===== config.mk =====
export PLATFORM = sky130hd
export DESIGN_NAME = fifo_uart_tx
export DESIGN_NICKNAME = d
export VERILOG_FILES = /design/src/rtl/fifo_uart_tx.sv
export SDC_FILE = /design/constraint.sdc
export NUM_CORES = 1
export LEC_CHECK = 0
export ABC_AREA = 1
export CAP_MARGIN = 5
export CORE_MARGIN = 2
export CORE_UTILIZATION = 30
export DETAILED_ROUTE_END_ITERATION = 8
export GPL_TIMING_DRIVEN = 0
export HOLD_SLACK_MARGIN = 0.05
export PLACE_DENSITY = 0.57
export SLEW_MARGIN = 40
export SYNTH_ARGS = -nofsm -noshare
export SYNTH_HDL_FRONTEND = slang
export SYNTH_SLANG_ARGS = --single-unit

===== constraint.sdc =====
create_clock -name clk -period 4.05 [get_ports clk]
set_input_delay 0.81 -clock clk [delete_from_list [all_inputs] [get_ports clk]]
set_output_delay 0.81 -clock clk [all_outputs]
set_load 0.005 [all_outputs]

===== src/rtl/fifo_uart_tx.sv =====
// UART transmitter that pops bytes from a normal-mode (non-FWFT) synchronous FIFO
// and sends them as start + 8 data (LSB first) + optional even parity + stop.
module fifo_uart_tx #(
  parameter int CLKS_PER_BIT = 8,
  parameter int PARITY_EN    = 0,
  parameter int CNT_W        = 16
) (
  input  logic             clk,
  input  logic             rst_n,
  input  logic             tx_en,
  input  logic             fifo_empty,
  input  logic             fifo_valid,
  input  logic [7:0]       fifo_data,
  output logic             fifo_rd_en,
  output logic             tx_serial,
  output logic             busy,
  output logic             done,
  output logic             err,
  output logic [CNT_W-1:0] frame_count
);

  typedef enum logic [2:0] {
    S_IDLE, S_REQ, S_WAIT, S_START, S_DATA, S_PARITY, S_STOP
  } state_t;

  localparam logic [7:0] CNT_LAST = 8'(CLKS_PER_BIT - 1);

  state_t           state_reg, state_next;
  logic [7:0]       clk_cnt_reg;
  logic [2:0]       bit_idx_reg;
  logic [7:0]       shift_reg;
  logic             parity_reg;
  logic             err_reg;
  logic [CNT_W-1:0] frame_count_reg;
  logic             cnt_last;
  logic             timed_state;

  assign cnt_last    = (clk_cnt_reg == CNT_LAST);
  assign timed_state = (state_reg == S_START) || (state_reg == S_DATA) ||
                       (state_reg == S_PARITY) || (state_reg == S_STOP);

  always_comb begin
    state_next = state_reg;
    unique case (state_reg)
      S_IDLE:   if (tx_en && !fifo_empty) state_next = S_REQ;
      S_REQ:    state_next = S_WAIT;
      S_WAIT:   state_next = fifo_valid ? S_START : S_IDLE;
      S_START:  if (cnt_last) state_next = S_DATA;
      S_DATA:   if (cnt_last && bit_idx_reg == 3'd7)
                  state_next = (PARITY_EN != 0) ? S_PARITY : S_STOP;
      S_PARITY: if (cnt_last) state_next = S_STOP;
      S_STOP:   if (cnt_last) state_next = S_IDLE;
      default:  state_next = S_IDLE;
    endcase
  end

  // Line level is a pure decode of registered state, so reset drives it high at once.
  always_comb begin
    tx_serial = 1'b1;
    unique case (state_reg)
      S_START:  tx_serial = 1'b0;
      S_DATA:   tx_serial = shift_reg[bit_idx_reg];
      S_PARITY: tx_serial = parity_reg;
      default:  tx_serial = 1'b1;
    endcase
  end

  assign fifo_rd_en  = (state_reg == S_REQ);
  assign busy        = (state_reg != S_IDLE);
  assign done        = (state_reg == S_STOP) && cnt_last;
  assign err         = err_reg;
  assign frame_count = frame_count_reg;

  always_ff @(posedge clk or negedge rst_n) begin
    if (!rst_n) begin
      state_reg       <= S_IDLE;
      clk_cnt_reg     <= 8'd0;
      bit_idx_reg     <= 3'd0;
      shift_reg       <= 8'd0;
      parity_reg      <= 1'b0;
      err_reg         <= 1'b0;
      frame_count_reg <= '0;
    end else begin
      state_reg <= state_next;

      if (timed_state && !cnt_last)
        clk_cnt_reg <= clk_cnt_reg + 8'd1;
      else
        clk_cnt_reg <= 8'd0;

      // Index wraps 7 -> 0 naturally as DATA is left.
      if (state_reg == S_DATA) begin
        if (cnt_last)
          bit_idx_reg <= bit_idx_reg + 3'd1;
      end else begin
        bit_idx_reg <= 3'd0;
      end

      if (state_reg == S_WAIT) begin
        if (fifo_valid) begin
          shift_reg  <= fifo_data;
          parity_reg <= ^fifo_data;
        end else begin
          err_reg <= 1'b1;
        end
      end

      if (done)
        frame_count_reg <= frame_count_reg + CNT_W'(1);
    end
  end

endmodule


[After elaboration in Yosys (flattened, before gate mapping)]
Cells that the tools add are included.
Word-level totals
  input bits: 13
  output and inout port bits: 21
  bits in read-only memories: 0
  bits in latches: 0
  memories: 0
  memory bits (writable): 0
  register bits after elaboration: 40
  word-level logic and storage cells: 54
Cells by class
  div/mod/pow operators: 0
  $lt $le $gt $ge: 1
  bitwise logic cells: 1
  reductions and logical operators: 15
  add/sub/neg operators: 3
  shift-type cells: 0
  multiplexer cells: 13
  equal/unequal tests: 14
  multipliers: 0
Operators with widths (number)
  3-bit two-way mux: 7
  3-bit case mux with 7 select lines: 1
  16-bit by 1-bit adder with 16-bit output, second input constant: 1
  3-bit == test, second input constant: 4
  2-bit inequality test, second input constant: 5
  8-bit by 1-bit adder with 8-bit output, second input constant: 1
  8-bit by 3-bit == test with 1-bit output, second input constant: 1
  8-bit two-way mux: 1
  8-bit XOR reduction: 1
  3-bit by 2-bit == test with 1-bit output, second input constant: 2
  5-bit AND reduction: 1
  1-bit logical AND: 4
  3-bit by 4-bit less-than comparator with 1-bit output, second input constant: 1
  2-bit AND reduction: 2
  3-bit by 1-bit adder with 3-bit output, second input constant: 1
  1-bit binary-select mux with 3-bit select: 1
  3-bit by 1-bit == test with 1-bit output, second input constant: 1
  3-bit zero test: 1
  1-bit logical OR: 3
  1-bit case mux with 3 select lines: 1
  3-bit nonzero test: 1
  1-bit zero test: 2
  2-bit two-way mux: 1
  2-bit by 1-bit inequality test with 1-bit output, second input constant: 1
  other kinds (2): 2

[Longest topological paths before layout]
Gate-level depths: netlist (run 1).
  depth after elaboration: 6
  mapped depth: 10
  depth with buffers taken out: 9

[Worst setup path after synthesis (run 1)]
Ideal clock, no wire load.
  path type: flip-flop to output port
  start: register clk_cnt_reg[0]
  end: output done
  stages on the path, launching flop included: 7
  slack: 2.151 ns
  buffers on the path: 1
  arrival time: 1.089 ns
  required time: 3.240 ns
  cell sequence: dfrtp_1 ha_1 nand2_1 nor2_1 nand2_2 nor2_4 buf_4
Between the ends
  longest elaborated chain between the ends: 2
RTL lines
  start: declaration: line 29  | logic [7:0] clk_cnt_reg;
  start signal: assignment: line 87  | clk_cnt_reg <= clk_cnt_reg + 8'd1;
  8-bit by 3-bit == test with 1-bit output: line 38  | assign cnt_last = (clk_cnt_reg == CNT_LAST);
  1-bit logical AND: line 70  | assign done = (state_reg == S_STOP) && cnt_last;
  end: declaration: line 17  | output logic done,
Every way passes these cells.

[Final worst setup path (run 1)]
Same ends and word-level chain as after synthesis.

==> results.json, run 1 <==
{
  "outcome": "finished clean",
  "dp_hpwl_um": 3622,
  "grt_pass1_vias": 2048,
  "cp_cell_sequence": "ha_1 -> nand2_1 -> nor2_1 -> nand2_2 -> nor2_4 -> buf_4 -> clkdlybuf4s50_1",
  "h-tree-depth": 2,
  "seq_area_frac_synth_pct": 43.03,
  "initial_core_util_pct": 30.58,
  "crit_slowest_cell": "clkdlybuf4s50_1",
  "postCtsHoldBufs": 0,
  "crit_type": "register to primary output",
  "vias": 2073,
  "worst_pin_slew_ns": 0.5142,
  "die-area_mm2": 0.008473,
  "hold_class": "register to register",
  "largest_reg_flops": 16,
  "yosys-top-cells-area": "dfrtp_1 43%, nand2_1 19%, inv_1 5.2%",
  "hp-start": "clk_cnt_reg[0]$_DFF_PN0_",
  "antenna_found_initial": 0,
  "crit_family": "buffers and inverters",
  "slew_violations": 0,
  "clk_pin_slew_worst_paths_ns": 0.07,
  "num_io_pins": 34,
  "avgRoutedWirePerCell_um": 10.19,
  "cts_sinks": 40,
  "crit_fanout": 10,
  "path_buf_inv": 2,
  "routed_via_density": 4.458,
  "clock.fmax_mhz": 351.8,
  "clockBufferDepth": 2,
  "core_mm2": 0.007607,
  "setup_viol": 0,
  "synth-seq-cells": 40,
  "track_usage_pct": 12.66,
  "startpoint_type": "register",
  "hold_viol": 0,
  "multiInputGateArea_mm2": 0.001142,
  "endpoint_kind": "primary output",
  "post-synth-top-area-cell": "dfrtp_1",
  "timing.rr.start": "frame_count[0]$_DFFE_PN0P_",
  "wl_um": 4738,
  "required_ns": 3.24,
  "powerDensity_mw_per_mm2": 384.8,
  "synthFlopType": "dfrtp_1",
  "postCtsSetupRepairBufs": 0,
  "post_cts_resized": 0,
  "drtAntennaViolNets": 0,
  "drt_iter0_markers": 59,
  "syn_nets": 339,
  "final_nets": 379,
  "place.gp.congestion": 0.8355,
  "maxCapViolCount": 0,
  "critPathArrivalTime_ns": 2.03,
  "final.setup.tns_ns": 0,
  "grt_pass1_wl_um": 8763,
  "setup.worst_path.start": "clk_cnt_reg[0]$_DFF_PN0_",
  "synth_top_area_share_pct": 43.03,
  "nFillCells": 808,
  "cts_tree": "done",
  "synth-edff-count": 0,
  "rows": 32,
  "ys_types": 23,
  "drive_gt1_share_pct": 9.366,
  "max_slew_margin_pct": 65.72,
  "die_w_um": 92.05,
  "skew_ns": 0.002745,
  "syn_to_final_growth_pct": 23.56,
  "port-buffer-count": 33,
  "dpl.cell_count": 457,
  "synthTopCellsByCount": "118 x nand2_1, 40 x dfrtp_1, 32 x inv_1, 30 x nor2_1",
  "synth.avg_cell_area_um2": 7.224,
  "rsz0062_at_grt": "false",
  "final_cells": 465,
  "total_power_w": 0.001106,
  "power_leakage_nw": 1.335,
  "overflow": 0,
  "ir_drop_mv": 0.1796,
  "ys_warn_count": 0,
  "clockRootBuffer": "clkbuf_8",
  "yosysMostFrequentCell": "nand2_1",
  "synthesis.area_mm2": 0.002326,
  "diodes": 0,
  "die_y_um": 92.05,
  "grt_max_degree": 41,
  "async_flop_share_pct": 100.0,
  "ff_latch_area_mm2": 0.001001,
  "fin_crit_ns": 2.843,
  "drc": 0,
  "syn_inst": 322,
  "cts_buffers": 5,
  "insertion_delay_ns": 0.29,
  "cp_slowest_stage_delay_ns": 0.52,
  "drtPass1Iterations": 4,
  "min_period_over_period_pct": 70.19
}
==> per-stage QoR <==
| stage | hold WS [ns] | cell area (µm²) | util, % | setup slack (ns) |
|---|---|---|---|---|
| detailed placement | 0.4637 | 2781 | 36.56 | 1.491 |
| CTS | 0.4748 | 2874 | 37.78 | 1.165 |
| global placement | 0.4566 | 2784 | 36.60 | 1.054 |
| global route | 0.4917 | 2874 | 37.78 | 1.067 |
| floorplan | 0.4321 | 2326 | - | 2.151 |
| finish | 0.4643 | 2874 | 37.78 | 1.207 |
==> per-layer routing <==
metal | global-route usage, % | share of wire (%) | up-vias
met2 | 21.94 | 46 | 42
met5 | 0 | 0 | -
met4 | 3.980 | 1.5 | 0
met1 | 15.52 | 47 | 932
met3 | 3.040 | 5.1 | 7
li1 | - | - | 1092
==> cell type report <==
class / instances / share of cell area [%]
inverter: 38 / 4.963
multi-input combinational: 238 / 39.75
buffer: 6 / 1.393
tap: 102 / 4.441
clock buffer: 6 / 2.873
sequential: 40 / 34.83
clock inverter: 2 / 0.3483
timing repair buffer: 33 / 11.41
==> placed cells by master (no fill, tap or decap), drive strengths merged, types with 5 or more instances in the layout <==
cell type and instances:
buf 7, clkbuf 6, clkdlybuf4s50 32, dfrtp 40
inv 38, nand2 121, nand3 22, nand4 6
nor2 34, o21ai 30, xnor2 5, xor2 7
==> power breakdown <==
part           switching (W)  leakage [nW]  internal, W
clock network       0.000135        0.0510     0.000136
registers          0.0000445         0.536     0.000461
logic               0.000188         0.748     0.000142
total               0.000367          1.33     0.000739
==> cell families after synthesis <==
family | synth area share, %
XOR/XNOR | 4.519
AND/OR/NAND/NOR | 35.34
adder cells (fa/ha/maj) | 2.152
buffers and inverters | 7.854
AO/OA/AOI/OAI | 7.101
flip-flops | 43.03
==> worst reg2reg max path: cells and delay by family, from the launching register on <==
family | cells | cell delay [ns]
adders and majority gates | 1 | 0.25
DFF | 1 | 0.48
and+or+nand+nor | 7 | 0.72
==> final timing paths <==
kind	slack [ns]	depth (start not counted)	endpoint
worst max-delay path	1.21	7	done
worst min-delay path	0.46	1	clk_cnt_reg[0]$_DFF_PN0_
worst max register to register	2.51	8	frame_count[14]$_DFFE_PN0P_
worst min register to register	0.46	1	clk_cnt_reg[0]$_DFF_PN0_
max in group asynchronous	3.20	1	shift_reg[4]$_DFFE_PN0P_
min in group asynchronous	0.49	1	frame_count[2]$_DFFE_PN0P_
(Power assumes the default switching activity.)
==> inputs of run 2 (changes only) <==
--- a/config.mk
+++ b/config.mk
@@ -12,7 +12,7 @@
 export DETAILED_ROUTE_END_ITERATION = 8
 export GPL_TIMING_DRIVEN = 0
 export HOLD_SLACK_MARGIN = 0.05
-export PLACE_DENSITY = 0.57
+export PLACE_DENSITY = 0.59
 export SLEW_MARGIN = 40
 export SYNTH_ARGS = -nofsm -noshare
 export SYNTH_HDL_FRONTEND = slang
==> constraint.sdc (replaced) <==
create_clock -name clk -period 2.28 [get_ports clk]
set_input_delay 0.456 -clock clk [delete_from_list [all_inputs] [get_ports clk]]
set_output_delay 0.456 -clock clk [all_outputs]
set_load 0.005 [all_outputs]
==> results.json, run 2 (synthesis results as in run 1) <==
{
  "outcome": "finished clean",
  "required_ns": 1.82,
  "cts_tree": "done",
  "grt_pass1_vias": 1999,
  "crit_type": "register to primary output",
  "critPathArrivalTime_ns": 1.64,
  "die_y_um": 92.05,
  "dpl.cell_count": 457,
  "hold_viol": 0,
  "place.gp.congestion": 0.8141,
  "final_nets": 387,
  "clockBufferDepth": 2,
  "startpoint_type": "register",
  "rows": 32,
  "grt_pass1_wl_um": 8562,
  "min_period_over_period_pct": 91.73,
  "max_slew_margin_pct": 65.53,
  "internal-power_w": 0.001303,
  "syn_to_final_growth_pct": 26.09,
  "slew_violations": 0,
  "initial_core_util_pct": 30.58,
  "vias": 2103,
  "power_frac_seq_pct": 45.3,
  "grt_max_degree": 41,
  "ir_drop_mv": 0.3029,
  "clock_power_share_pct": 23.1,
  "post_dp_cell_area_mm2": 0.002781,
  "core_mm2": 0.007607,
  "drtAntennaViolNets": 0,
  "crit_fanout": 6,
  "num_io_pins": 34,
  "maxCapViolCount": 0,
  "clock.fmax_mhz": 478.1,
  "clk_pin_slew_worst_paths_ns": 0.08,
  "cts_sinks": 40,
  "final_cell_mix": "118 x nand2_1, 39 x dfrtp_1, 32 x inv_1",
  "track_usage_pct": 12.67,
  "endpoint_kind": "primary output",
  "powerDensity_mw_per_mm2": 677.8,
  "hold_class": "input pin to async pin",
  "final_common_cell": "nand2_1",
  "cts_buffers": 5,
  "p_sw_share_pct": 34.43,
  "die_w_um": 92.05,
  "dp_hpwl_um": 3674,
  "stdcell_area_mm2": 0.002933,
  "wl_um": 4975,
  "postCtsHoldBufs": 0,
  "skew_ns": 0.01174,
  "clockRootBuffer": "clkbuf_8",
  "power_leakage_nw": 1.373,
  "port-buffer-count": 33,
  "drt_iter0_markers": 120,
  "diodes": 0,
  "total_power_w": 0.001988,
  "drc": 0,
  "largest_reg_flops": 16,
  "routed_via_density": 4.456,
  "insertion_delay_ns": 0.30,
  "worst_pin_slew_ns": 0.5171,
  "overflow": 0,
  "fin_hold_ws_ns": 0.1289,
  "drive_gt1_share_pct": 11.35,
  "fin_crit_ns": 2.091,
  "setup_viol": 0,
  "h-tree-depth": 2,
  "die-area_mm2": 0.008473,
  "power.switching_w": 0.0006845,
  "final_cells": 472,
  "avgRoutedWirePerCell_um": 10.54,
  "rsz0062_at_grt": "false",
  "pwr-share-comb_pct": 31.6,
  "antenna_found_initial": 0,
  "drtPass1Iterations": 4
}
## run 2: changes by cell type in the layout (fill, tap and decap cells not counted), sizes merged
cell	delta
dlygate4sd2	+1
clkinv	-1
dlymetal6s2s	+1
clkdlybuf4s50	-2
buf	+8
## run 2: worst paths after layout
kind                                          endpoint                     start  cells past startpoint  slack, ns
setup / recovery                            fifo_rd_en  state_reg[0]$_DFFE_PN0P_                      3       0.19
hold / removal              frame_count[9]$_DFFE_PN0P_                     rst_n                      1       0.13
setup reg to reg           frame_count[10]$_DFFE_PN0P_  clk_cnt_reg[1]$_DFF_PN0_                     10       0.72
hold reg to reg                 parity_reg$_DFFE_PN0P_    parity_reg$_DFFE_PN0P_                      2       0.49
max in group asynchronous   bit_idx_reg[0]$_DFFE_PN0P_                     rst_n                      1       1.77
min in group clk                parity_reg$_DFFE_PN0P_    parity_reg$_DFFE_PN0P_                      2       0.49
## run 2: per-layer routing
layer	routed length, µm	global-route usage [%]	vias to the layer above
li1	-	-	1108
met1	2409	15.69	943
met2	2268	21.57	44
met3	229	3.451	8
met4	68	3.731	0
met5	0	0	-
## run 2: final cells by class
| type | count | area [µm²] |
|---|---|---|
| fillers | 803 | 4674 |
| clock buffers | 6 | 72.57 |
| flip-flops and latches | 40 | 1002 |
| repair buffers | 41 | 389.1 |
| clock inverters | 1 | 5.005 |
| multi-input cells | 238 | 1150 |
| plain buffers | 6 | 43.79 |
| inverters | 38 | 142.6 |
| well taps | 102 | 127.6 |
## run 2: power by group through the flow
| stage | clock (W) | combinational [W] | sequential [W] |
|---|---|---|---|
| after floorplan | 0 | 0.000417 | 0.000892 |
| after global placement | 0 | 0.000590 | 0.000911 |
| after detailed placement | 0 | 0.000597 | 0.000912 |
| after CTS | 0.000472 | 0.000624 | 0.000900 |
| after global routing | 0.000500 | 0.000706 | 0.000915 |
| final | 0.000460 | 0.000628 | 0.000900 |
## run 2: what timing repair did
| item | in CTS | in global routing |
|---|---|---|
| setup endpoints to repair | 2 | 1 |
| resized for setup | 4 | 2 |
| setup buffers | 6 | 2 |
| pin swaps | 3 | 1 |
## run 2: stage by stage
stage / setup TNS (ns) / utilization, % / setup WS [ns]
2_1_floorplan: 0 / - / 0.7353
3_3_place_gp: -12.36 / 36.60 / -0.3117
3_5_place_dp: 0 / 36.56 / 0.08237
4_1_cts: 0 / 38.31 / 0.01409
5_1_grt: 0 / 38.55 / 0.09333
6_report: 0 / 38.55 / 0.1886
## run 2: worst max-delay path: stages (launching register included)
cell	delay, ns
dfrtp_1	0.50
inv_2	0.08
nor3_1	0.21
clkdlybuf4s50_1	0.55
